[config.mk]
export PLATFORM = sky130hd
export DESIGN_NAME = datapath_flat
export DESIGN_NICKNAME = d
export VERILOG_FILES = /design/src/rtl/datapath_if.sv /design/src/rtl/datapath.sv /design/src/flat_wrapper.sv
export SDC_FILE = /design/constraint.sdc
export NUM_CORES = 1
export LEC_CHECK = 0
export BUFFER_PORTS_ARGS = -buffer_cell sky130_fd_sc_hd__buf_4
export CAP_MARGIN = 20
export CORE_UTILIZATION = 58
export CTS_CLUSTER_DIAMETER = 100
export CTS_CLUSTER_SIZE = 25
export DETAILED_ROUTE_END_ITERATION = 12
export GPL_ROUTABILITY_DRIVEN = 0
export PLACE_DENSITY = 0.89
export SLEW_MARGIN = 20
export SYNTH_ARGS = -nofsm -noshare
export SYNTH_HDL_FRONTEND = slang
export SYNTH_SLANG_ARGS = --single-unit
[constraint.sdc]
create_clock -name Clock -period 2 [get_ports Clock]
set_input_delay 0 -clock Clock [delete_from_list [all_inputs] [get_ports Clock]]
set_output_delay 0 -clock Clock [all_outputs]
set_load 0.02 [all_outputs]
[src/rtl/datapath_if.sv]
// Control-step and bus interface between the external sequencer and the datapath.
interface datapath_if;
   logic [4:0]  CONTROL;
   logic        IncPC;
   logic        Read;
   logic        PC_Out;
   logic        MDR_Out;
   logic        HI_Out;
   logic        PC_In;
   logic        MDR_In;
   logic        MAR_In;
   logic        IR_In;
   logic        G_RA;
   logic        R_In;
   logic [31:0] BusMux_Out;

   modport master (
      output CONTROL, IncPC, Read, PC_Out, MDR_Out, HI_Out,
             PC_In, MDR_In, MAR_In, IR_In, G_RA, R_In,
      input  BusMux_Out
   );

   modport slave (
      input  CONTROL, IncPC, Read, PC_Out, MDR_Out, HI_Out,
             PC_In, MDR_In, MAR_In, IR_In, G_RA, R_In,
      output BusMux_Out
   );
endinterface

[src/rtl/datapath.sv]
// Single-bus 32-bit datapath: PC, IR, MAR, MDR, HI, R0-R15 and a boot ROM,
// all sourced from one prioritized bus mux; one register transfer per clock.
module datapath #(
   parameter int          MEM_DEPTH = 512,
   parameter logic [31:0] HI_INIT   = 32'h0000_0000
) (
   input  logic      Clock,
   input  logic      Clear,
   datapath_if.slave dp
);
   localparam logic [31:0] BOOT_WORD0 = 32'hB880_0000;

   logic [31:0] pc_q, pc_d;
   logic [31:0] ir_q, ir_d;
   logic [31:0] mar_q, mar_d;
   logic [31:0] mdr_q, mdr_d;
   logic [31:0] hi_q, hi_d;
   logic [31:0] r_q [16];
   logic [31:0] r_d [16];
   logic [31:0] bus_val;
   logic [31:0] mem_rdata;
   logic [8:0]  mem_addr;
   logic [15:0] ra_sel;

   always_comb begin
      bus_val = 32'h0;
      if (dp.PC_Out)       bus_val = pc_q;
      else if (dp.MDR_Out) bus_val = mdr_q;
      else if (dp.HI_Out)  bus_val = hi_q;
   end

   assign dp.BusMux_Out = bus_val;

   // Memory is a fixed boot image: only word 0 is non-zero, so no storage array is needed.
   assign mem_addr = mar_q[8:0];
   always_comb begin
      mem_rdata = 32'h0;
      if (mem_addr == 9'd0 && MEM_DEPTH > 0) mem_rdata = BOOT_WORD0;
   end

   always_comb begin
      ra_sel = '0;
      if (dp.G_RA) ra_sel[ir_q[26:23]] = 1'b1;
   end

   always_comb begin
      pc_d  = pc_q;
      ir_d  = ir_q;
      mar_d = mar_q;
      mdr_d = mdr_q;
      hi_d  = hi_q;
      if (dp.PC_In)      pc_d = bus_val;
      else if (dp.IncPC) pc_d = pc_q + 32'd1;
      if (dp.MAR_In) mar_d = bus_val;
      if (dp.IR_In)  ir_d  = bus_val;
      if (dp.MDR_In) mdr_d = dp.Read ? mem_rdata : bus_val;
      for (int i = 0; i < 16; i++) begin
         r_d[i] = r_q[i];
         if (ra_sel[i] && dp.R_In) r_d[i] = bus_val;
      end
   end

   always_ff @(posedge Clock or posedge Clear) begin
      if (Clear) begin
         pc_q  <= 32'h0;
         ir_q  <= 32'h0;
         mar_q <= 32'h0;
         mdr_q <= 32'h0;
         hi_q  <= HI_INIT;
         for (int i = 0; i < 16; i++) r_q[i] <= 32'h0;
      end else begin
         pc_q  <= pc_d;
         ir_q  <= ir_d;
         mar_q <= mar_d;
         mdr_q <= mdr_d;
         hi_q  <= hi_d;
         for (int i = 0; i < 16; i++) r_q[i] <= r_d[i];
      end
   end

   // CONTROL is reserved for the ALU path; opcode and upper address bits are decoded elsewhere.
   logic unused_ok;
   assign unused_ok = ^{dp.CONTROL, ir_q[31:27], ir_q[22:0], mar_q[31:9]};
endmodule

[src/flat_wrapper.sv]
// flat-port wrapper written by rule: the top's interface ports become plain ports
module datapath_flat 
#(
   parameter int          MEM_DEPTH = 512,
   parameter logic [31:0] HI_INIT   = 32'h0000_0000
)
  (Clock, Clear, dp_CONTROL, dp_IncPC, dp_Read, dp_PC_Out, dp_MDR_Out, dp_HI_Out, dp_PC_In, dp_MDR_In, dp_MAR_In, dp_IR_In, dp_G_RA, dp_R_In, dp_BusMux_Out);
  datapath_if dp_i ();
  input  logic Clock;
  input  logic Clear;
  input wire logic [$bits(dp_i.CONTROL)-1:0] dp_CONTROL;
  input wire logic [$bits(dp_i.IncPC)-1:0] dp_IncPC;
  input wire logic [$bits(dp_i.Read)-1:0] dp_Read;
  input wire logic [$bits(dp_i.PC_Out)-1:0] dp_PC_Out;
  input wire logic [$bits(dp_i.MDR_Out)-1:0] dp_MDR_Out;
  input wire logic [$bits(dp_i.HI_Out)-1:0] dp_HI_Out;
  input wire logic [$bits(dp_i.PC_In)-1:0] dp_PC_In;
  input wire logic [$bits(dp_i.MDR_In)-1:0] dp_MDR_In;
  input wire logic [$bits(dp_i.MAR_In)-1:0] dp_MAR_In;
  input wire logic [$bits(dp_i.IR_In)-1:0] dp_IR_In;
  input wire logic [$bits(dp_i.G_RA)-1:0] dp_G_RA;
  input wire logic [$bits(dp_i.R_In)-1:0] dp_R_In;
  output wire logic [$bits(dp_i.BusMux_Out)-1:0] dp_BusMux_Out;
  assign dp_i.CONTROL = dp_CONTROL;
  assign dp_i.IncPC = dp_IncPC;
  assign dp_i.Read = dp_Read;
  assign dp_i.PC_Out = dp_PC_Out;
  assign dp_i.MDR_Out = dp_MDR_Out;
  assign dp_i.HI_Out = dp_HI_Out;
  assign dp_i.PC_In = dp_PC_In;
  assign dp_i.MDR_In = dp_MDR_In;
  assign dp_i.MAR_In = dp_MAR_In;
  assign dp_i.IR_In = dp_IR_In;
  assign dp_i.G_RA = dp_G_RA;
  assign dp_i.R_In = dp_R_In;
  assign dp_BusMux_Out = dp_i.BusMux_Out;
  datapath #(.MEM_DEPTH(MEM_DEPTH), .HI_INIT(HI_INIT)) u_core (.Clock(Clock), .Clear(Clear), .dp(dp_i));
endmodule
==> impl_metrics.py <==
metrics = {
    "critical_path": {
        "cp_max_fo": 6,
        "start_kind": "register",
        "crit_required_ps": 2230,
        "cp-end-kind": "register",
        "worstPathArrival_ps": 2230,
        "path_class": "register to register",
    },
    "synth": {
        "synth_cells": 471,
        "ys_warn_count": 0,
        "synth_area_per_cell_um2": 8.46,
        "synth_edf_count": 0,
        "synth.most_common_cell": "dfrtp_1",
        "ys.flop_type": "dfrtp_1",
        "syn-num-nets": 490,
        "async_flop_share_pct": 100,
        "ys_types": 36,
        "synth_top_area_share_pct": 45.8,
        "ys_top_cells_by_area": "dfrtp_1 46%, inv_1 6.5%, nand2_1 6.1%",
        "synth.cells.most_frequent": "73 x dfrtp_1, 69 x inv_1, 65 x nand2_1, 27 x o21ai_0, 27 x o22ai_1",
        "synth-seq-cells": 73,
        "yosysSeqAreaShare_pct": 45.8,
        "synth.largest_area_cell": "dfrtp_1",
        "synth_area_um2": 3990,
    },
    "placed_design": {
        "placed_cells": 566,
        "dpl-instance-area_um2": 4340,
        "numPortBuffers": 40,
        "dp_hpwl_mm": 6.05,
        "pre_cts_slack_ps": 107,
    },
    "layout": {
        "fillers": 511,
        "diodes": 0,
        "ff_latch_area_um2": 1830,
        "multi_input_area_um2": 1770,
        "drive_gt1_share_pct": 13.7,
        "finalNonFillerCells": 587,
        "fin_area_um2": 4610,
        "area_delta_synth_final_pct": 15.6,
        "fin_nets": 524,
        "final_core_util_pct": 70.9,
    },
    "route": {
        "wl_per_cell_um": 15.6,
        "drc": 2,
        "vias": 3519,
        "viasPerCell": 5.99,
        "dr.first_iter.drc_count": 374,
        "ant_nets": 0,
        "routed_wl_mm": 9.17,
        "first_pass_iters": 9,
    },
    "timing": {
        "fin_crit_sh_pct": 99.9,
        "drv_slew": 0,
        "skew_ps": 10.1,
        "whs_ps": 36.8,
        "relSlewSlack_pct": 51.5,
        "max_freq_mhz": 501,
        "setup_slack_ps": 2.06,
        "setup_viol": 0,
        "hold_viol": 0,
        "tightestPinTransition_ps": 728,
        "finalWorstPathRequiredPeriod_ps": 2000,
        "final.setup.tns_ps": 0,
    },
    "floorplanning": {
        "rows": 29,
        "core_um2": 6490,
        "die_h_um": 84.9,
        "die_area_um2": 7210,
        "ios": 50,
        "start_util_pct": 61.4,
        "die_w_um": 84.9,
    },
    "global_routing": {
        "gr-total-overflow": 0,
        "grt_pass1_vias": 3359,
        "grt_usage_pct": 27.2,
        "antenna_found_initial": 0,
        "grt_pass1_wl_mm": 15.5,
        "grt_max_degree": 61,
    },
    "pwr": {
        "p_leak_nw": 2.16,
        "ir_drop_v": 0.000534,
        "power.total_mw": 3.62,
        "power_density_nw_per_um2": 786,
    },
    "cts": {
        "htree_num_levels": 3,
        "clockBufferDepth": 2,
        "path_clk_slew_ps": 70,
        "cts_num_sinks": 73,
        "clk_latency_ps": 350,
        "cts_tree": "built",
        "cts_root_buf": "clkbuf_8",
        "cts_made_buffers": 9,
    },
    "flow_run": {
        "drv_cap": 0,
    },
    "run_status": {
        "outcome": "finished, violations left",
        "violations": "design-rule violations",
    },
    "hold_path": {
        "hp-class": "input pin to register",
    },
}
-- logic make-up after synthesis --
group / Yosys count / synth area share [%]
compound gates: 126 / 20.4
flops: 73 / 45.8
simple gates: 157 / 20.9
mux: 1 / 0.251
xor+xnor: 11 / 2.42
fa+ha+maj: 1 / 0.314
buf+inv: 102 / 9.92
-- layer usage --
layer | up-vias | part of all wire [%] | GRT usage, %
met1 | 1697 | 45 | 35.4
met5 | - | 0 | 0
met4 | 0 | 1.8 | 10.5
li1 | 1701 | - | -
met3 | 16 | 4.4 | 3.79
met2 | 105 | 49 | 46.5
-- report_power, final --
part	leakage [nW]	switching [mW]	internal [mW]	total [mW]
sequential	0.949	0.113	1.59	1.71
combinational	1.10	0.354	0.245	0.599
clock	0.111	0.543	0.774	1.32
total	2.16	1.01	2.61	3.62
-- cell type report --
type / count / area share [%]
Sequential cell: 73 / 39.6
Multi-Input combinational cell: 296 / 38.3
Timing Repair Buffer: 56 / 9.50
Inverter: 69 / 5.62
Clock buffer: 14 / 3.53
Tap cell: 77 / 2.09
Clock inverter: 2 / 1.30
-- sequential cells by signal, indices dropped and copies added (netlist names) --
register      flops
u_core.mdr_q     32
u_core.pc_q      32
u_core.mar_q      9
-- final timing paths --
path | from | to | slack, ps | cells after the start
min reg2reg | u_core.mar_q[4]$_DFFE_PP0P_ | u_core.mar_q[4]$_DFFE_PP0P_ | 530 | 2
min in group asynchronous | Clear | u_core.mdr_q[13]$_DFFE_PP0P_ | 210 | 3
min | dp_IncPC | u_core.pc_q[0]$_DFFE_PP0P_ | 40 | 4
max in group asynchronous | Clear | u_core.pc_q[9]$_DFFE_PP0P_ | 1170 | 4
max | u_core.pc_q[0]$_DFFE_PP0P_ | u_core.pc_q[28]$_DFFE_PP0P_ | 2 | 5
max reg2reg | u_core.pc_q[0]$_DFFE_PP0P_ | u_core.pc_q[28]$_DFFE_PP0P_ | 2 | 5
-- layout by cell type, fill, tap and decap left out, types with 2 or more instances in the layout --
cell type	instances
nor4_1	13
o22ai_1	27
and2_1	8
and3_1	4
dlygate4sd3_1	2
o221ai_1	5
a21oi_1	23
o21ai_0	27
a22oi_1	5
bufinv_16	2
clkbuf_8	11
inv_1	68
and3b_1	11
nand4_1	11
or3_1	8
o21a_1	6
nor2_1	17
xor2_1	10
buf_4	53
and4_1	6
nand3_1	7
or4_1	2
o31a_1	22
a31oi_1	8
dfrtp_1	73
clkbuf_1	3
nand2_1	65
-- worst max-delay path: stages, from the launching register on --
cell and delay, ps:
dfrtp_1 410, ha_1 240, and4_1 290, nand4_1 290, o31a_1 380, o31a_1 280
-- what timing repair did --
item	in CTS	in global routing
endpoints found under the setup margin	0	4
endpoints found under the hold margin	27	0
hold buffers	2	0
gates resized for setup	0	1
buffers inserted	0	3
(Power assumes the default switching activity.)
